`config.mk`:
```
export PLATFORM = sky130hd
export DESIGN_NAME = vgm_axi_write_slave
export DESIGN_NICKNAME = d
export VERILOG_FILES = /design/src/rtl/vgm_axi_write_slave.sv
export SDC_FILE = /design/constraint.sdc
export NUM_CORES = 1
export LEC_CHECK = 0
export CORE_MARGIN = 2
export CORE_UTILIZATION = 46
export DETAILED_ROUTE_END_ITERATION = 16
export HOLD_SLACK_MARGIN = 0.08
export PLACE_DENSITY = 0.74
export REMOVE_ABC_BUFFERS = 1
export SLEW_MARGIN = 20
export SYNTH_ARGS = -nofsm -noshare
export SYNTH_HDL_FRONTEND = slang
export SYNTH_SLANG_ARGS = --single-unit
export TNS_END_PERCENT = 20
```
`constraint.sdc`:
```
create_clock -name ACLK -period 2.8 [get_ports ACLK]
set_input_delay 0.56 -clock ACLK [delete_from_list [all_inputs] [get_ports ACLK]]
set_output_delay 0.56 -clock ACLK [all_outputs]
set_load 0.02 [all_outputs]
```
`src/rtl/vgm_axi_write_slave.sv`:
```
// ============================================================================
// Module      : vgm_axi_write_slave
// Description : AXI write-channel slave. It queues AW requests, converts W
//               beats into a memory write port and returns OKAY/SLVERR on B.
// Revision    : 1.0 - initial release
// ============================================================================
`default_nettype none

module vgm_axi_write_slave #(
    parameter int ID_WIDTH   = 4,
    parameter int ADDR_WIDTH = 32,
    parameter int DATA_WIDTH = 32,
    parameter int LEN_WIDTH  = 4,
    parameter int AW_DEPTH   = 4,
    parameter int B_DEPTH    = 4
) (
    input  logic                  ACLK,
    input  logic                  ARESET,
    input  logic [ID_WIDTH-1:0]   AWID,
    input  logic [ADDR_WIDTH-1:0] AWADDR,
    input  logic [LEN_WIDTH-1:0]  AWLEN,
    input  logic                  AWVALID,
    output logic                  AWREADY,
    input  logic [ID_WIDTH-1:0]   WID,
    input  logic [DATA_WIDTH-1:0] WDATA,
    input  logic                  WLAST,
    input  logic                  WVALID,
    output logic                  WREADY,
    output logic [ID_WIDTH-1:0]   BID,
    output logic [1:0]            BRESP,
    output logic                  BVALID,
    input  logic                  BREADY,
    output logic                  mem_wen,
    output logic [ADDR_WIDTH-1:0] mem_addr,
    output logic [DATA_WIDTH-1:0] mem_wdata
);

    localparam int AW_PW = $clog2(AW_DEPTH);
    localparam int B_PW  = $clog2(B_DEPTH);
    localparam logic [AW_PW:0]          AW_FULL    = (AW_PW+1)'(AW_DEPTH);
    localparam logic [B_PW:0]           B_FULL     = (B_PW+1)'(B_DEPTH);
    localparam logic [ADDR_WIDTH-1:0]   BEAT_BYTES = ADDR_WIDTH'(DATA_WIDTH / 8);
    localparam logic [1:0]              RESP_OKAY  = 2'b00;
    localparam logic [1:0]              RESP_SLVERR = 2'b10;

    typedef enum logic [0:0] {
        IDLE = 1'b0,
        DATA = 1'b1
    } state_t;

    state_t state;

    // AW FIFO
    logic [ID_WIDTH-1:0]   aw_id_mem   [AW_DEPTH];
    logic [ADDR_WIDTH-1:0] aw_addr_mem [AW_DEPTH];
    logic [LEN_WIDTH-1:0]  aw_len_mem  [AW_DEPTH];
    logic [AW_PW-1:0]      aw_wp, aw_rp;
    logic [AW_PW:0]        aw_cnt;
    logic                  aw_full, aw_empty, aw_push, aw_pop;

    // B FIFO
    logic [ID_WIDTH-1:0]   b_id_mem   [B_DEPTH];
    logic [1:0]            b_resp_mem [B_DEPTH];
    logic [B_PW-1:0]       b_wp, b_rp;
    logic [B_PW:0]         b_cnt;
    logic                  b_full, b_empty, b_push, b_pop;

    // Active burst
    logic [ID_WIDTH-1:0]   cur_id;
    logic [ADDR_WIDTH-1:0] cur_addr;
    logic [LEN_WIDTH-1:0]  cur_len;
    logic [LEN_WIDTH-1:0]  beat_cnt;
    logic                  err;

    logic                  w_hs, id_ok, w_end, err_next;
    logic [1:0]            resp_in;

    assign aw_full  = (aw_cnt == AW_FULL);
    assign aw_empty = (aw_cnt == '0);
    assign AWREADY  = !aw_full && !ARESET;
    assign aw_push  = AWVALID && AWREADY;
    assign aw_pop   = (state == IDLE) && !aw_empty && !b_full;

    assign b_full   = (b_cnt == B_FULL);
    assign b_empty  = (b_cnt == '0);
    assign BVALID   = !b_empty;
    assign BID      = b_empty ? '0 : b_id_mem[b_rp];
    assign BRESP    = b_empty ? '0 : b_resp_mem[b_rp];
    assign b_pop    = BVALID && BREADY;

    assign WREADY   = (state == DATA);
    assign w_hs     = WVALID && WREADY;
    assign id_ok    = (WID == cur_id);
    // A burst closes on WLAST or on its final beat, whichever comes first.
    assign w_end    = WLAST || (beat_cnt == cur_len);
    assign err_next = err || !id_ok || (WLAST != (beat_cnt == cur_len));
    assign resp_in  = err_next ? RESP_SLVERR : RESP_OKAY;
    assign b_push   = w_hs && w_end;

    always_ff @(posedge ACLK) begin
        if (aw_push) begin
            aw_id_mem[aw_wp]   <= AWID;
            aw_addr_mem[aw_wp] <= AWADDR;
            aw_len_mem[aw_wp]  <= AWLEN;
        end
        if (b_push) begin
            b_id_mem[b_wp]   <= cur_id;
            b_resp_mem[b_wp] <= resp_in;
        end
    end

    always_ff @(posedge ACLK) begin
        if (ARESET) begin
            aw_wp  <= '0;
            aw_rp  <= '0;
            aw_cnt <= '0;
            b_wp   <= '0;
            b_rp   <= '0;
            b_cnt  <= '0;
        end else begin
            if (aw_push) aw_wp <= aw_wp + 1'b1;
            if (aw_pop)  aw_rp <= aw_rp + 1'b1;
            case ({aw_push, aw_pop})
                2'b10:   aw_cnt <= aw_cnt + 1'b1;
                2'b01:   aw_cnt <= aw_cnt - 1'b1;
                default: aw_cnt <= aw_cnt;
            endcase
            if (b_push) b_wp <= b_wp + 1'b1;
            if (b_pop)  b_rp <= b_rp + 1'b1;
            case ({b_push, b_pop})
                2'b10:   b_cnt <= b_cnt + 1'b1;
                2'b01:   b_cnt <= b_cnt - 1'b1;
                default: b_cnt <= b_cnt;
            endcase
        end
    end

    always_ff @(posedge ACLK) begin
        if (ARESET) begin
            state     <= IDLE;
            cur_id    <= '0;
            cur_addr  <= '0;
            cur_len   <= '0;
            beat_cnt  <= '0;
            err       <= 1'b0;
            mem_wen   <= 1'b0;
            mem_addr  <= '0;
            mem_wdata <= '0;
        end else begin
            mem_wen <= 1'b0;
            case (state)
                IDLE: begin
                    if (aw_pop) begin
                        cur_id   <= aw_id_mem[aw_rp];
                        cur_addr <= aw_addr_mem[aw_rp];
                        cur_len  <= aw_len_mem[aw_rp];
                        beat_cnt <= '0;
                        err      <= 1'b0;
                        state    <= DATA;
                    end
                end
                DATA: begin
                    if (w_hs) begin
                        // Beats with a foreign WID are dropped and do not advance the address.
                        if (id_ok) begin
                            mem_wen   <= 1'b1;
                            mem_addr  <= cur_addr;
                            mem_wdata <= WDATA;
                            cur_addr  <= cur_addr + BEAT_BYTES;
                        end
                        err <= err_next;
                        if (w_end) state    <= IDLE;
                        else       beat_cnt <= beat_cnt + 1'b1;
                    end
                end
                default: state <= IDLE;
            endcase
        end
    end

endmodule

`default_nettype wire

```
==> metrics.md, run 1 <==
| Metric | Value |
|---|---|
| Outcome | `complete, no violations` |
| Max-Cap Viols | `0` |
| Post-synthesis cell count | `992` |
| Syn-to-layout area delta | `25.0%` |
| Portion of the clock cycle consumed by the worst path in the final layout | `0.970` |
| Launch point of the worst reg-to-reg path | `beat_cnt[0]` |
| Clock latency reported for the late side of the worst-skew pair | `0.56 ns` |
| Internal cell power | `0.00941 W` |
| Number of storage elements in the synthesis netlist | `309` |
| Number of enable flip-flop cells after synthesis | `180` |
| Floorplan die width | `168 µm` |
| CP endpoint kind | `output pin` |
| Slack of the worst reg-to-reg path | `0.46 ns` |
| Via count | `8085` |
| Sw Pwr | `0.00380 W` |
| Row cnt | `59` |
| Total global routing track utilization | `0.182` |
| Most common cell after layout, fill and taps aside | `sky130_fd_sc_hd__nand2_1` |
| DP Worst Slack | `0.135 ns` |
| Number of port buffers | `154` |
| GR met3 Demand/Resource | `0.0268` |
| Cts hold-fix bufs | `0` |
| Worst-case setup margin in the final layout | `0.0854 ns` |
| GR peak layer | `met2` |
| Switching fraction of total power | `0.288` |
| Post-synth top flop | `sky130_fd_sc_hd__edfxtp_1` |
| Synthesized cell area | `12300 µm²` |
| Setup violators final | `0` |
| Clock network fraction of design power | `0.337` |
| Sink count of the clock tree | `309` |
| Setup CP Type | `reg2out` |
| Area share of fa/ha/maj cells after synthesis | `0.0164` |
| Per-cell via count in the routed design | `5.42` |
| Final net count | `1229` |
| Sequential cell area | `7990 µm²` |
| VDD IR-drop max | `485 µV` |
| Maximum fanout along the worst path | `5` |
| CTS tree | `yes` |
| Compound-gate portion of the synthesized area | `0.0923` |
| Iteration count of the initial detailed-routing pass | `5` |
| Fraction of registers with async set/reset | `0` |
| Core area | `26200 µm²` |
| Area of the die | `28100 µm²` |
| Area share of xor/xnor cells in the synthesized design | `0.0142` |
| Most frequent cells in the layout | `191 x sky130_fd_sc_hd__nand2_1, 180 x sky130_fd_sc_hd__edfxtp_1, 150 x sky130_fd_sc_hd__clkdlybuf4s50_1` |
| Post-Route WL | `25900 µm` |
| Remaining global-route overflow | `0` |
| First-pass GRT wire length | `41600 µm` |
| Element type at the critical path start | `register` |
| Setup Total Neg Slack | `0 ns` |
| Largest family of logic cells by synthesized area | `simple AND/OR/NAND/NOR gates` |
| Final instance count without filler cells | `1491` |
| Met1 usage in global routing | `0.252` |
| Sequential cell area fraction in the yosys report | `0.647` |
| Leak Pwr | `5.03 nW` |
| GR met2 Demand/Resource | `0.305` |
| Count of antenna-violating nets left after detailed routing | `0` |
| Die boundary height | `168 µm` |
| Mux contribution to synthesized area | `0.0838` |
| Comb pwr share | `0.229` |
| CP Data Required Time | `2.24 ns` |
| Via count of the first global-routing pass | `7956` |
| Antenna fix cells | `0` |
| Path class of the lowest-slack min-delay path | `reg2reg` |
| Count of cells along the worst register-to-register path | `11` |
| Final critical-path required period | `2.71 ns` |
| Mean area per synthesized cell | `12.4 µm²` |
| Clock-pin slew on the worst setup and hold paths | `0.06 ns` |
| Final weighted congestion of routability-driven global placement | `0.813` |
| Cell variety after synth | `62` |
| Total area of multi-input combinational cells | `4020 µm²` |
| Worst slew margin | `0.428` |
| Setup repair after global routing missed its margin | `false` |
| Arrival time of data at the critical path endpoint | `2.15 ns` |
| Endpoint, Worst Hold | `mem_wdata[24]` |
| Capture point of the worst reg-to-reg path | `b_cnt[2]` |
| Max H-tree Level | `1` |
| Post-route worst hold slack | `0.451 ns` |
| Highest clock frequency the design can meet | `368 MHz` |
| Top-level port count | `156` |
| Initial antenna violation count | `0` |
| Worst hold path cell count | `2` |
| Min-Delay Startpoint | `mem_wdata[24]` |
| Final max-slew violation count | `0` |
| Number of placed instances, taps included | `1434` |
| Clock Root Buffer | `sky130_fd_sc_hd__clkbuf_16` |
| Final routed DRC violation total | `0` |
| Max clock buf depth | `3` |
| Final-layout fill cell count | `2035` |
| Estimated wirelength of the detail-placed design | `16700 µm` |
| Pin count of the biggest net entering global routing | `133` |
| Power per standard cell area | `857 nW/µm²` |
| Final hold violations | `0` |
| Largest clock skew in the final design | `0.0172 ns` |
| Count of yosys warnings during synthesis | `0` |
| Routed wire length per instance | `17.4 µm` |
| Portion of total power attributed to sequential cells | `0.434` |
| Number of buffers inserted by post-CTS setup repair | `0` |
| Inserted Clock Buffers | `31` |
| Starting density of the core | `0.471` |
| Layout cells sized above 1 | `0.119` |
| Post-synthesis share of cell area spent on and, or, nand and nor gates | `0.117` |
| First DRT Iteration DRCs | `748` |
| Worst slew pin tran | `0.858 ns` |
-- through the flow --
stage                     cell area [µm²]   util  power, W
after floorplan                     12100      -   0.00769
after global placement              14300  0.546   0.00877
after detailed placement            14300  0.546   0.00886
after CTS                           15400  0.588    0.0133
after global routing                15400  0.588    0.0139
final                               15400  0.588    0.0132
-- layout make-up --
cell class | count | share of cell area
Sequential cell | 309 | 0.518
Multi-Input combinational cell | 596 | 0.261
Timing Repair Buffer | 176 | 0.117
Clock buffer | 36 | 0.0528
Tap cell | 335 | 0.0272
Clock inverter | 21 | 0.0196
Inverter | 18 | 0.00438
-- cell families after synthesis --
group | after synthesis
simple gates | 317
flops | 309
compound gates | 196
buf+inv | 87
mux | 47
xor+xnor | 20
fa+ha+maj | 15
other cells | 1
-- power by group through the flow --
stage                     logic [W]  clock network (W)  registers, W
final                       0.00303            0.00445       0.00574
after detailed placement    0.00303                  0       0.00583
after global placement      0.00296                  0       0.00581
after global routing        0.00334            0.00471       0.00582
after floorplan             0.00185                  0       0.00584
after CTS                   0.00306            0.00453       0.00574
-- sequential cells by signal (all words and copies together), names as in the netlist, 16 cells and up, named ones only --
name and flops:
aw_id_mem 16, mem_addr 32, cur_addr 32, aw_addr_mem 128, aw_len_mem 16, mem_wdata 32
b_id_mem 16
-- worst max-delay path by stage --
stage | to | start | slack, ns | cells after the start
finish | BID[3] | register | 0.09 | 3
CTS | BID[3] | register | 0.0007 | 3
global route | BID[3] | register | 0.01 | 3
detailed placement | b_cnt[2] | WLAST | 0.14 | 11
global placement | b_cnt[2] | WLAST | 0.26 | 11
floorplan | mem_addr[0] | WREADY | -0.97 | 4
-- metal layers --
metal / vias up / part of all wire / wire length [µm]
met3: 43 / 0.055 / 1430
met1: 3897 / 0.44 / 11400
li1: 3897 / - / -
met2: 248 / 0.48 / 12400
met4: 0 / 0.023 / 583
met5: - / 0 / 0
-- worst max-delay path, stage by stage (launching register included) --
cell	delay [ns]
sky130_fd_sc_hd__dfxtp_4	0.40
sky130_fd_sc_hd__mux4_2	0.50
sky130_fd_sc_hd__and2_1	0.17
sky130_fd_sc_hd__clkdlybuf4s50_1	0.54
-- synth_stat cells, types with 15 or more instances --
master	n	area [µm²]
sky130_fd_sc_hd__and2_1	16	100
sky130_fd_sc_hd__inv_1	17	63.8
sky130_fd_sc_hd__and3_1	17	106
sky130_fd_sc_hd__edfxtp_1	180	5410
sky130_fd_sc_hd__clkbuf_1	52	195
sky130_fd_sc_hd__nor2_1	28	105
sky130_fd_sc_hd__dfxtp_1	129	2580
sky130_fd_sc_hd__nand2_1	191	717
sky130_fd_sc_hd__nand3_1	15	75.1
sky130_fd_sc_hd__a21oi_1	117	586
sky130_fd_sc_hd__mux4_2	45	1010
sky130_fd_sc_hd__o21ai_0	27	135
-- repair_timing --
item / in CTS / in global routing
setup endpoints to repair: 5 / 3
cloned: 0 / 0
gates resized for setup: 3 / 2
No activity file was read; power rests on OpenSTA's default activity.
==> run 2, diff against run 1 <==
--- a/config.mk
+++ b/config.mk
@@ -7,10 +7,12 @@
 export LEC_CHECK = 0
 export CORE_MARGIN = 2
 export CORE_UTILIZATION = 46
+export CTS_CLUSTER_DIAMETER = 40
 export DETAILED_ROUTE_END_ITERATION = 16
 export HOLD_SLACK_MARGIN = 0.08
 export PLACE_DENSITY = 0.74
 export REMOVE_ABC_BUFFERS = 1
+export SKIP_LAST_GASP = 1
 export SLEW_MARGIN = 20
 export SYNTH_ARGS = -nofsm -noshare
 export SYNTH_HDL_FRONTEND = slang
==> run 2 against run 1 <==
  * Sequential power barely moved
  * Combinational power about the same
  * Clock power is 8.3% higher
  * Sequential share of layout area shrank 0.54 points
  * Critical path depth unchanged
  * Core utilization rose by 0.60 points
  * Maximum frequency fell by 0.37%
  * Setup slack lost 0.010 ns
  * Wire length is 1.9% higher
  * Final cell count grew 0.74%
  * Worst hold slack got worse by 0.0021 ns
  * Critical endpoint is now BRESP[1]
  * Highest routed layer unchanged
==> metrics.md, run 2 (synthesis gave the netlist of run 1 again) <==
| Metric | Value |
|---|---|
| Leak Pwr | `5.10 nW` |
| Antenna fix cells | `0` |
| Post-route worst hold slack | `0.449 ns` |
| Final hold violations | `0` |
| Setup repair after global routing missed its margin | `true` |
| Clock Root Buffer | `sky130_fd_sc_hd__clkbuf_16` |
| Path class of the lowest-slack min-delay path | `reg2reg` |
| Largest clock skew in the final design | `0.0191 ns` |
| Critical-path cell with the highest stage delay | `sky130_fd_sc_hd__clkdlybuf4s50_1` |
| Final weighted congestion of routability-driven global placement | `0.813` |
| PostCTS Resize Cnt | `1` |
| Setup CP Type | `reg2out` |
| Via count | `8147` |
| Estimated wirelength of the detail-placed design | `16700 µm` |
| Clock latency reported for the late side of the worst-skew pair | `0.52 ns` |
| Max H-tree Level | `2` |
| Number of buffers inserted by post-CTS setup repair | `0` |
| Floorplan die width | `168 µm` |
| Kind of cell adding the most delay to the critical path | `buffers and inverters` |
| Clock-pin slew on the worst setup and hold paths | `0.05 ns` |
| Remaining global-route overflow | `0` |
| Sink count of the clock tree | `309` |
| Syn-to-layout area delta | `26.3%` |
| Most frequent cells in the layout | `191 x sky130_fd_sc_hd__nand2_1, 180 x sky130_fd_sc_hd__edfxtp_1, 152 x sky130_fd_sc_hd__clkdlybuf4s50_1` |
| Iteration count of the initial detailed-routing pass | `5` |
| Depth of the critical timing path with buffers and inverters included | `3` |
| Worst slew margin | `0.411` |
| First-pass GRT wire length | `42400 µm` |
| Element type at the critical path start | `register` |
| Final routed DRC violation total | `0` |
| Portion of the clock cycle consumed by the worst path in the final layout | `0.973` |
| First DRT Iteration DRCs | `829` |
| CP Data Required Time | `2.24 ns` |
| Final max-slew violation count | `0` |
| Area of the die | `28100 µm²` |
| Total buffers and inverters traversed by the critical path | `1` |
| Starting density of the core | `0.471` |
| Max-Cap Viols | `0` |
| Cts hold-fix bufs | `0` |
| Critical path's largest stage delay | `0.54 ns` |
| CP endpoint kind | `output pin` |
| Pin count of the biggest net entering global routing | `133` |
| Die boundary height | `168 µm` |
| Arrival time of data at the critical path endpoint | `2.16 ns` |
| Top-level port count | `156` |
| Layout cells sized above 1 | `0.125` |
| Final net count | `1236` |
| Outcome | `complete, no violations` |
| Register with the most flip-flops | `aw_addr_mem` |
| Count of antenna-violating nets left after detailed routing | `0` |
| Post-Route WL | `26400 µm` |
| Setup violators final | `0` |
| Routed wire length per instance | `17.6 µm` |
| Most common cell after layout, fill and taps aside | `sky130_fd_sc_hd__nand2_1` |
| Max clock buf depth | `3` |
| Largest register FFs | `128` |
| Power per standard cell area | `873 nW/µm²` |
| Highest clock frequency the design can meet | `367 MHz` |
| Number of placed instances, taps included | `1434` |
| Number of port buffers | `154` |
| Ordered cell list for the critical path | `mux4_2 -> and2_1 -> clkdlybuf4s50_1` |
| Count of cells along the worst register-to-register path | `11` |
| Initial antenna violation count | `0` |
| CTS tree | `yes` |
| Inserted Clock Buffers | `38` |
| Worst hold path cell count | `2` |
| Final critical-path required period | `2.72 ns` |
| Row cnt | `59` |
| Worst slew pin tran | `0.883 ns` |
| Via count of the first global-routing pass | `8034` |
| Core area | `26200 µm²` |
| Maximum fanout along the worst path | `5` |
| Final instance count without filler cells | `1502` |
| Total global routing track utilization | `0.189` |
| VDD IR-drop max | `391 µV` |
| Per-cell via count in the routed design | `5.42` |
==> run 2: cell count changes in the layout (fill, tap and decap cells not counted) <==
| cell | previous run | this run |
|---|---|---|
| sky130_fd_sc_hd__bufinv_16 | 7 | 3 |
| sky130_fd_sc_hd__clkbuf_1 | 3 | 5 |
| sky130_fd_sc_hd__clkbuf_16 | 31 | 41 |
| sky130_fd_sc_hd__clkbuf_8 | 2 | 3 |
| sky130_fd_sc_hd__clkdlybuf4s50_1 | 150 | 152 |
| sky130_fd_sc_hd__clkinv_1 | 4 | 5 |
| sky130_fd_sc_hd__clkinv_2 | 3 | 5 |
| sky130_fd_sc_hd__clkinv_4 | 2 | 3 |
| sky130_fd_sc_hd__clkinvlp_4 | 3 | 2 |
| sky130_fd_sc_hd__dfxtp_2 | 1 | 2 |
| sky130_fd_sc_hd__dfxtp_4 | 1 | 0 |
| sky130_fd_sc_hd__dlygate4sd2_1 | 2 | 0 |
| sky130_fd_sc_hd__inv_6 | 3 | 2 |
==> run 2: power by group <==
part	internal, W	total, W	switching (W)
clock network	0.00302	0.00482	0.00180
logic	0.00141	0.00304	0.00163
registers	0.00528	0.00574	0.000466
==> run 2: routing by layer <==
metal	wire length (µm)	track usage
met1	11700	0.256
met2	12800	0.312
met3	1320	0.0329
met4	553	0.0612
met5	0	0
==> run 2: path summary, 6_finish.rpt <==
path,start,to,slack (ns)
min,mem_wdata[24],mem_wdata[24],0.45
min reg2reg,mem_wdata[24],mem_wdata[24],0.45
max reg2reg,beat_cnt[0],b_cnt[2],0.46
max,register,BRESP[1],0.08
==> run 2: metrics by stage <==
| step | TNS (ns) | setup WS, ns | util | power [W] | area [µm²] |
|---|---|---|---|---|---|
| floorplan | -68.43 | -0.975 | - | 0.00769 | 12100 |
| global placement | 0 | 0.259 | 0.546 | 0.00877 | 14300 |
| detailed placement | 0 | 0.135 | 0.546 | 0.00886 | 14300 |
| CTS | 0 | 0.0248 | 0.594 | 0.0137 | 15600 |
| global route | -0.0542 | -0.0240 | 0.594 | 0.0143 | 15600 |
| finish | 0 | 0.0753 | 0.594 | 0.0136 | 15600 |
==> run 2: final cells by class <==
type | count | area [µm²]
repair buffers | 176 | 1810
well taps | 335 | 419
inverters | 18 | 67.6
clock buffers | 49 | 1090
flip-flops and latches | 309 | 7990
clock inverters | 19 | 189
fillers | 2026 | 10600
multi-input cells | 596 | 4020
==> run 2: worst register-to-register path, delay by kind of cell (launching register included) <==
family | cells | cell delay (ns)
fa+ha+maj | 3 | 0.74
xor+xnor | 2 | 0.26
simple gates | 3 | 0.50
buf+inv | 2 | 0.14
compound gates | 1 | 0.17
flops | 1 | 0.46
==> run 3, diff against run 2 <==
--- a/config.mk
+++ b/config.mk
@@ -6,12 +6,13 @@
 export NUM_CORES = 1
 export LEC_CHECK = 0
 export CORE_MARGIN = 2
-export CORE_UTILIZATION = 46
-export CTS_CLUSTER_DIAMETER = 40
+export CORE_UTILIZATION = 43
+export CTS_CLUSTER_DIAMETER = 120
 export DETAILED_ROUTE_END_ITERATION = 16
 export HOLD_SLACK_MARGIN = 0.08
-export PLACE_DENSITY = 0.74
+export PLACE_DENSITY = 0.7
 export REMOVE_ABC_BUFFERS = 1
+export SETUP_SLACK_MARGIN = 0.15
 export SKIP_LAST_GASP = 1
 export SLEW_MARGIN = 20
 export SYNTH_ARGS = -nofsm -noshare
==> run 3 against run 2 <==
  * Wire length fell by 3.2%
  * Sequential share of layout area up 0.72 points
  * Via count shrank 2.1%
  * Combinational power barely moved
  * Final cell count grew 2.6%
  * Core utilization shrank 5.5 points
  * Critical endpoint is now BID[3]
  * Clock skew is 0.0069 ns lower
  * Critical path depth did not move
  * Non-clock buffer count down 1
  * Critical path type unchanged
  * Maximum frequency increased by 0.28%
  * Design area is 1.3% lower
==> metrics.md, run 3 (synthesis gave the netlist of run 1 again) <==
| Metric | Value |
|---|---|
| Register with the most flip-flops | `aw_addr_mem` |
| Outcome | `complete, no violations` |
| Sequential cell area | `7990 µm²` |
| Post-route worst hold slack | `0.452 ns` |
| Floorplan die width | `173 µm` |
| Kind of cell adding the most delay to the critical path | `buffers and inverters` |
| CTS tree | `yes` |
| Via count | `7972` |
| Worst slew margin | `0.396` |
| Max-Cap Viols | `0` |
| Top-level port count | `156` |
| Worst slew pin tran | `0.907 ns` |
| Per-cell via count in the routed design | `5.17` |
| Estimated wirelength of the detail-placed design | `16400 µm` |
| Final net count | `1228` |
| Max clock buf depth | `3` |
| Clock-pin slew on the worst setup and hold paths | `0.06 ns` |
| Iteration count of the initial detailed-routing pass | `5` |
| Cts hold-fix bufs | `0` |
| Area of the die | `30100 µm²` |
| DP Worst Slack | `0.175 ns` |
| Most frequent cells in the layout | `191 x sky130_fd_sc_hd__nand2_1, 180 x sky130_fd_sc_hd__edfxtp_1, 152 x sky130_fd_sc_hd__clkdlybuf4s50_1` |
| Most common cell after layout, fill and taps aside | `sky130_fd_sc_hd__nand2_1` |
| Remaining global-route overflow | `0` |
| Total global routing track utilization | `0.168` |
| First-pass GRT wire length | `41000 µm` |
| Setup CP Type | `reg2out` |
| Maximum fanout along the worst path | `5` |
| Core area | `28500 µm²` |
| Final hold violations | `0` |
| Total buffers and inverters traversed by the critical path | `1` |
| Total area of multi-input combinational cells | `4030 µm²` |
| Leak Pwr | `4.94 nW` |
| Setup repair after global routing missed its margin | `true` |
| Power per standard cell area | `833 nW/µm²` |
| Final routed DRC violation total | `0` |
| Largest register FFs | `128` |
| Path class of the lowest-slack min-delay path | `reg2reg` |
| VDD IR-drop max | `486 µV` |
| Row cnt | `62` |
| Final critical-path required period | `2.72 ns` |
| Worst-case setup margin in the final layout | `0.0830 ns` |
| Ordered cell list for the critical path | `mux4_2 -> and2_1 -> clkdlybuf4s50_1` |
| Critical-path cell with the highest stage delay | `sky130_fd_sc_hd__clkdlybuf4s50_1` |
| Arrival time of data at the critical path endpoint | `2.16 ns` |
| Portion of the clock cycle consumed by the worst path in the final layout | `0.970` |
| Syn-to-layout area delta | `24.6%` |
| Die boundary height | `173 µm` |
| Sink count of the clock tree | `309` |
| Max H-tree Level | `1` |
| Highest clock frequency the design can meet | `368 MHz` |
| Setup violators final | `0` |
| Pin count of the biggest net entering global routing | `78` |
| Clock latency reported for the late side of the worst-skew pair | `0.56 ns` |
| Largest clock skew in the final design | `0.0121 ns` |
| Final weighted congestion of routability-driven global placement | `0.789` |
| Post-Route Utilization | `0.540` |
| Inserted Clock Buffers | `31` |
| CP endpoint kind | `output pin` |
| Post-Route WL | `25500 µm` |
| Element type at the critical path start | `register` |
| Starting density of the core | `0.433` |
| CP Data Required Time | `2.24 ns` |
| Clock Root Buffer | `sky130_fd_sc_hd__clkbuf_16` |
| Count of antenna-violating nets left after detailed routing | `0` |
| Via count of the first global-routing pass | `7667` |
| First DRT Iteration DRCs | `683` |
| Number of port buffers | `154` |
| Final-layout fill cell count | `2397` |
| Routed wire length per instance | `16.6 µm` |
| Initial antenna violation count | `2` |
| Layout cells sized above 1 | `0.118` |
| Final max-slew violation count | `0` |
| Critical path's largest stage delay | `0.53 ns` |
run 3: final timing paths:
kind | start | to | slack, ns | cells after the start
worst max-delay path | register | BID[3] | 0.08 | 3
worst min register to register | mem_addr[24] | mem_addr[24] | 0.45 | 2
worst min-delay path | mem_addr[24] | mem_addr[24] | 0.45 | 2
worst max register to register | beat_cnt[0] | b_cnt[2] | 0.47 | 11
run 3: per-layer routing:
layer	track usage	share of wire	up-vias	wire, µm
met5	0	0.00047	-	12
met4	0.0431	0.018	2	469
met3	0.0331	0.060	45	1530
met2	0.280	0.48	206	12200
met1	0.227	0.44	3813	11300
li1	-	-	3906	-
run 3: worst register-to-register path, stage by stage, from the launching register on:
cell,delay (ns)
sky130_fd_sc_hd__dfxtp_1,0.48
sky130_fd_sc_hd__xnor2_1,0.12
sky130_fd_sc_hd__nand4_1,0.13
sky130_fd_sc_hd__ha_1,0.18
sky130_fd_sc_hd__nor2_1,0.06
sky130_fd_sc_hd__inv_1,0.08
sky130_fd_sc_hd__ha_1,0.18
sky130_fd_sc_hd__inv_1,0.06
sky130_fd_sc_hd__fa_1,0.37
sky130_fd_sc_hd__xor2_1,0.16
sky130_fd_sc_hd__or3_1,0.31
sky130_fd_sc_hd__a21oi_1,0.14
run 3: repair_timing:
item | CTS | global route
setup buffers | 0 | 0
endpoints found under the setup margin | 7 | 7
resized for setup | 2 | 2
run 3: final cells by class:
cell class / count / share of cell area
diodes: 1 / 0.000163
clock buffers: 36 / 0.0530
clock inverters: 22 / 0.0131
inverters: 18 / 0.00440
multi-input cells: 596 / 0.262
flip-flops and latches: 309 / 0.520
well taps: 384 / 0.0313
repair buffers: 175 / 0.116
run 3: power breakdown:
part           leakage [nW]  total [W]  internal, W  switching (W)
registers              2.68    0.00572      0.00528       0.000444
clock network         0.477    0.00405      0.00236        0.00169
logic                  1.78    0.00303      0.00139        0.00163
run 3: stage by stage:
step	total power [W]	instance area, µm²	setup TNS [ns]	cells
floorplan	0.00769	12100	-68.43	923
global placement	0.00877	14300	0	1482
detailed placement	0.00884	14300	0	1482
CTS	0.0129	15400	-0.00225	1540
global route	0.0135	15400	0	1540
finish	0.0128	15400	0	1541
